==> src/rtl/ram_port_arbiter.sv <==
// Two-requester round-robin front end for a single-port sync-write/async-read RAM.
// Clears the whole RAM after reset, then serves one registered command per cycle.
module ram_port_arbiter #(
  parameter int unsigned ADDR_W = 8,
  parameter int unsigned DATA_W = 8,
  parameter logic [DATA_W-1:0] CLEAR_VAL = '0
) (
  input  logic              clk,
  input  logic              rst,
  input  logic              req0,
  input  logic              we0,
  input  logic [ADDR_W-1:0] addr0,
  input  logic [DATA_W-1:0] wdata0,
  input  logic              req1,
  input  logic              we1,
  input  logic [ADDR_W-1:0] addr1,
  input  logic [DATA_W-1:0] wdata1,
  output logic              gnt0,
  output logic              gnt1,
  output logic              rvalid0,
  output logic              rvalid1,
  output logic [DATA_W-1:0] rdata,
  output logic              init_done,
  output logic              ram_we,
  output logic [ADDR_W-1:0] ram_addr,
  output logic [DATA_W-1:0] ram_din,
  input  logic [DATA_W-1:0] ram_dout
);

  typedef enum logic {ST_CLEAR, ST_RUN} state_t;

  state_t            state;
  logic [ADDR_W-1:0] cnt;
  logic              rr;   // 1: requester 1 wins a tie
  logic              elig0, elig1, win0, win1;

  // A request already being granted is still visible for one cycle; mask it.
  always_comb begin
    elig0 = req0 & ~gnt0;
    elig1 = req1 & ~gnt1;
    win0  = elig0 & (~elig1 | ~rr);
    win1  = elig1 & (~elig0 | rr);
  end

  always_ff @(posedge clk or posedge rst) begin
    if (rst) begin
      state     <= ST_CLEAR;
      cnt       <= '0;
      rr        <= 1'b0;
      gnt0      <= 1'b0;
      gnt1      <= 1'b0;
      rvalid0   <= 1'b0;
      rvalid1   <= 1'b0;
      rdata     <= '0;
      init_done <= 1'b0;
      ram_we    <= 1'b0;
      ram_addr  <= '0;
      ram_din   <= '0;
    end else begin
      gnt0    <= 1'b0;
      gnt1    <= 1'b0;
      rvalid0 <= 1'b0;
      rvalid1 <= 1'b0;

      // The command on the RAM port this cycle belongs to whoever holds gnt.
      if (!ram_we && (gnt0 || gnt1)) begin
        rdata   <= ram_dout;
        rvalid0 <= gnt0;
        rvalid1 <= gnt1;
      end

      case (state)
        ST_CLEAR: begin
          ram_we   <= 1'b1;
          ram_addr <= cnt;
          ram_din  <= CLEAR_VAL;
          cnt      <= cnt + ADDR_W'(1);
          if (&cnt) begin
            state     <= ST_RUN;
            init_done <= 1'b1;
          end
        end
        ST_RUN: begin
          if (win0) begin
            ram_we   <= we0;
            ram_addr <= addr0;
            ram_din  <= wdata0;
            gnt0     <= 1'b1;
            rr       <= 1'b1;
          end else if (win1) begin
            ram_we   <= we1;
            ram_addr <= addr1;
            ram_din  <= wdata1;
            gnt1     <= 1'b1;
            rr       <= 1'b0;
          end else begin
            ram_we <= 1'b0;
          end
        end
        default: state <= ST_CLEAR;
      endcase
    end
  end

endmodule

==> config.mk <==
export PLATFORM = sky130hd
export DESIGN_NAME = ram_port_arbiter
export DESIGN_NICKNAME = d
export VERILOG_FILES = /design/src/rtl/ram_port_arbiter.sv
export SDC_FILE = /design/constraint.sdc
export NUM_CORES = 1
export LEC_CHECK = 0
export CORE_MARGIN = 2
export CORE_UTILIZATION = 48
export CTS_CLUSTER_SIZE = 16
export DETAILED_ROUTE_END_ITERATION = 8
export GPL_TIMING_DRIVEN = 0
export PLACE_DENSITY = 0.86
export SKIP_LAST_GASP = 1
export SYNTH_ARGS = -nofsm -noshare
export SYNTH_HDL_FRONTEND = slang
export SYNTH_SLANG_ARGS = --single-unit
==> constraint.sdc <==
create_clock -name clk -period 2 [get_ports clk]
set_input_delay 0.5 -clock clk [delete_from_list [all_inputs] [get_ports clk]]
set_output_delay 0.5 -clock clk [all_outputs]
set_load 0.01 [all_outputs]
==> impl_metrics.py <==
metrics = {
    "global_route": {
        "track_usage_pct": 24.5,
        "grt_max_degree": 41,
        "overflow": 0,
        "grt_pass1_wl_um": 9320,
        "grt_pass1_vias": 1853,
        "antenna_found_initial": 0,
    },
    "yosys": {
        "synthCells": 178,
        "syn_avg_cell_area_um2": 11.6,
        "synth_top_family_by_area": "simple AND/OR/NAND/NOR gates",
        "synth_compound_area_share_pct": 13.9,
        "ys_seq_elements": 40,
        "synth.area.mux_share_pct": 4.90,
        "syn_area_mm2": 0.00207,
        "synth-adder-area-share_pct": 0.605,
        "yosys_warnings": 0,
        "synth_cell_type_count": 32,
        "ys_seq_area_share_pct": 48.4,
        "synth-simple-area-share_pct": 21.5,
        "syn_nets": 225,
        "synth_xor_area_share_pct": 2.97,
    },
    "critical_path": {
        "critPathLaunchType": "register",
        "critPathSlowestCell": "clkdlybuf4s50_1",
        "crit_family": "buffers and inverters",
        "crit_chain": "clkdlybuf4s50_1",
        "crit_path_end_kind": "primary output",
        "critPathMaxFanout": 6,
        "crit_arrival_ns": 1.34,
        "path_class": "reg -> out",
        "critPathRequiredTime_ns": 1.50,
        "r2r_start": "gnt1",
        "cpPeakStageDelay_ns": 0.58,
        "rrSetupSlack_ns": 0.65,
        "r2r_cells": 2,
        "critPathBufInv": 1,
        "r2r_end": "rdata[6]",
    },
    "sta": {
        "drv_slew": 0,
        "fin_setup_tns_ns": 0,
        "finalSetupViolations": 0,
        "rsz0062_at_grt": "false",
        "fmax_mhz": 543,
        "slew_headroom_pct": 45.4,
        "hold_viol_final": 0,
        "holdWs_ns": 0.464,
        "tightest_slew_ns": 0.818,
        "min_period_ns": 1.84,
        "fin_skew_ns": 0.00565,
        "period_share_pct": 92.0,
    },
    "detailed_routing": {
        "wl_um": 5590,
        "route.detailed.drc": 0,
        "vias": 1831,
        "via_per_inst": 5.89,
        "wl_per_cell_um": 18.0,
        "drtIter0Drc": 148,
        "drt_pre_antenna_iters": 4,
        "ant_nets": 0,
    },
    "layout": {
        "final_nets": 307,
        "syn_to_final_growth_pct": 43.7,
        "drive_above_1_share_pct": 16.9,
        "most-common-layout-cells": "clkdlybuf4s50_1 (75), dfrtp_1 (40), nand4_1 (27), nand3_1 (20), o2111ai_1 (16)",
        "fin_util_pct": 72.7,
        "final_common_cell": "clkdlybuf4s50_1",
        "n_antenna_cell": 0,
    },
    "pwr": {
        "total_power_uw": 1570,
        "power.leakage_uw": 0.00124,
        "power_density_mw_per_mm2": 530,
        "vdd.ir_drop.worst_v": 0.000302,
    },
    "floorplanning": {
        "die_x_um": 69.6,
        "die-height_um": 69.6,
        "coreArea_mm2": 0.00409,
        "initial_core_util_pct": 50.6,
        "io_pins": 76,
        "rows": 23,
        "dieArea_mm2": 0.00485,
    },
    "min_path": {
        "hold_start": "ram_we",
        "worstHoldPathType": "reg -> reg",
        "hold_path_end": "rvalid0",
        "worstHoldPathCells": 1,
    },
    "clocking": {
        "cts_tree": "yes",
        "numCtsBuffers": 5,
        "cts_resized": 0,
        "cts_buffer_depth": 2,
        "cts.clk_slew.worst_paths_ns": 0.07,
        "post-cts-setup-buffers": 0,
        "cts_sinks": 40,
        "worstSkewPairLatency_ns": 0.30,
        "h-tree-depth": 2,
        "root_buffer": "clkbuf_8",
        "cts_hold_buf": 0,
    },
    "run_status": {
        "outcome": "complete, no violations",
    },
    "placement": {
        "place_hpwl_um": 3930,
        "port_buffers": 75,
        "place_congestion": 0.908,
    },
    "job": {
        "cap_violations": 0,
    },
}
-- metrics by stage --
step                      worst slack (ns)  instances  cell area (um2)
after floorplan                      0.582        178             2070
after global placement              -0.240        303             2880
after detailed placement             0.151        303             2880
after CTS                            0.157        311             2970
after global routing                0.0978        311             2970
final                                0.159        311             2970
-- per-layer routing --
layer | routed length [um] | share of wire, % | track usage [%] | vias to the layer above
met5 | 0 | 0 | 0 | -
met3 | 446 | 8.0 | 5.23 | 10
met1 | 2340 | 42 | 32.1 | 868
met4 | 121 | 2.2 | 9.19 | 0
li1 | - | - | - | 852
met2 | 2680 | 48 | 40.0 | 101
-- cell usage after synthesis --
cell | instances | area, um2
clkbuf_2 | 1 | 5.00
o2111ai_1 | 16 | 140
nand2b_4 | 1 | 13.8
nand4_1 | 27 | 169
o211ai_1 | 1 | 7.51
and3_1 | 2 | 12.5
inv_1 | 1 | 3.75
a21o_1 | 1 | 7.51
nand2b_1 | 3 | 18.8
clkbuf_1 | 1 | 3.75
buf_8 | 2 | 30.0
xnor2_1 | 5 | 43.8
nand2_1 | 2 | 7.51
mux2_2 | 9 | 101
ha_1 | 1 | 12.5
xor2_1 | 2 | 17.5
buf_2 | 9 | 45.0
o21bai_1 | 2 | 15.0
nor2b_1 | 10 | 62.6
nand3_1 | 20 | 100
dfrtp_1 | 40 | 1000
o21ai_0 | 1 | 5.00
o211a_1 | 1 | 10.0
buf_4 | 2 | 15.0
a41oi_2 | 4 | 65.1
nand3b_4 | 1 | 20.0
buf_6 | 5 | 56.3
a41oi_1 | 3 | 26.3
nor2b_2 | 1 | 8.76
nand4b_4 | 1 | 23.8
nor2_1 | 2 | 7.51
o21bai_2 | 1 | 11.3
-- worst max-delay path by stage --
stage	start	to	slack, ns	depth (start not counted)
after floorplan	rst	cnt[0]	0.58	1
after global placement	rst	rvalid0	-0.24	2
after detailed placement	req0	ram_din[1]	0.15	6
after CTS	gnt1	gnt1	0.16	1
after global routing	gnt1	gnt1	0.1	1
final	gnt1	gnt1	0.16	1
-- worst register-to-register path: cells and delay by family (launching register included) --
kind	cells	cell delay, ns
flops	1	0.46
mux	1	0.40
compound gates	1	0.39
-- flip-flops by register name, indices dropped and copies added, names as in the netlist --
name and flops:
ram_din 8, init_done 1, ram_addr 8, rdata 8, gnt1 1, rr 1
ram_we 1, rvalid1 1, state 1, cnt 8, rvalid0 1, gnt0 1
-- report_power, final --
group          leakage [uW]  internal (uW)  total [uW]  switching [uW]
Combinational      0.000684            118         194            76.4
Sequential         0.000511            816         821            4.05
Clock             0.0000455            281         559             278
Total               0.00124           1220        1570             359
-- final cells by class --
| cell class | instances | area (um2) |
|---|---|---|
| flip-flops and latches | 40 | 1000 |
| well taps | 50 | 62.6 |
| repair buffers | 75 | 751 |
| multi-input cells | 117 | 907 |
| plain buffers | 20 | 155 |
| clock buffers | 8 | 90.1 |
| inverters | 1 | 3.75 |
| fillers | 312 | 1120 |
-- cells by family after synthesis --
family	count (synthesis)
AOI/OAI and AO/OA	30
xor gates and xnor gates	7
adders and majority gates	1
buffers and inverters	21
DFF	40
muxes	9
and+or+nand+nor	70
Power figures use the tool's default switching activity.
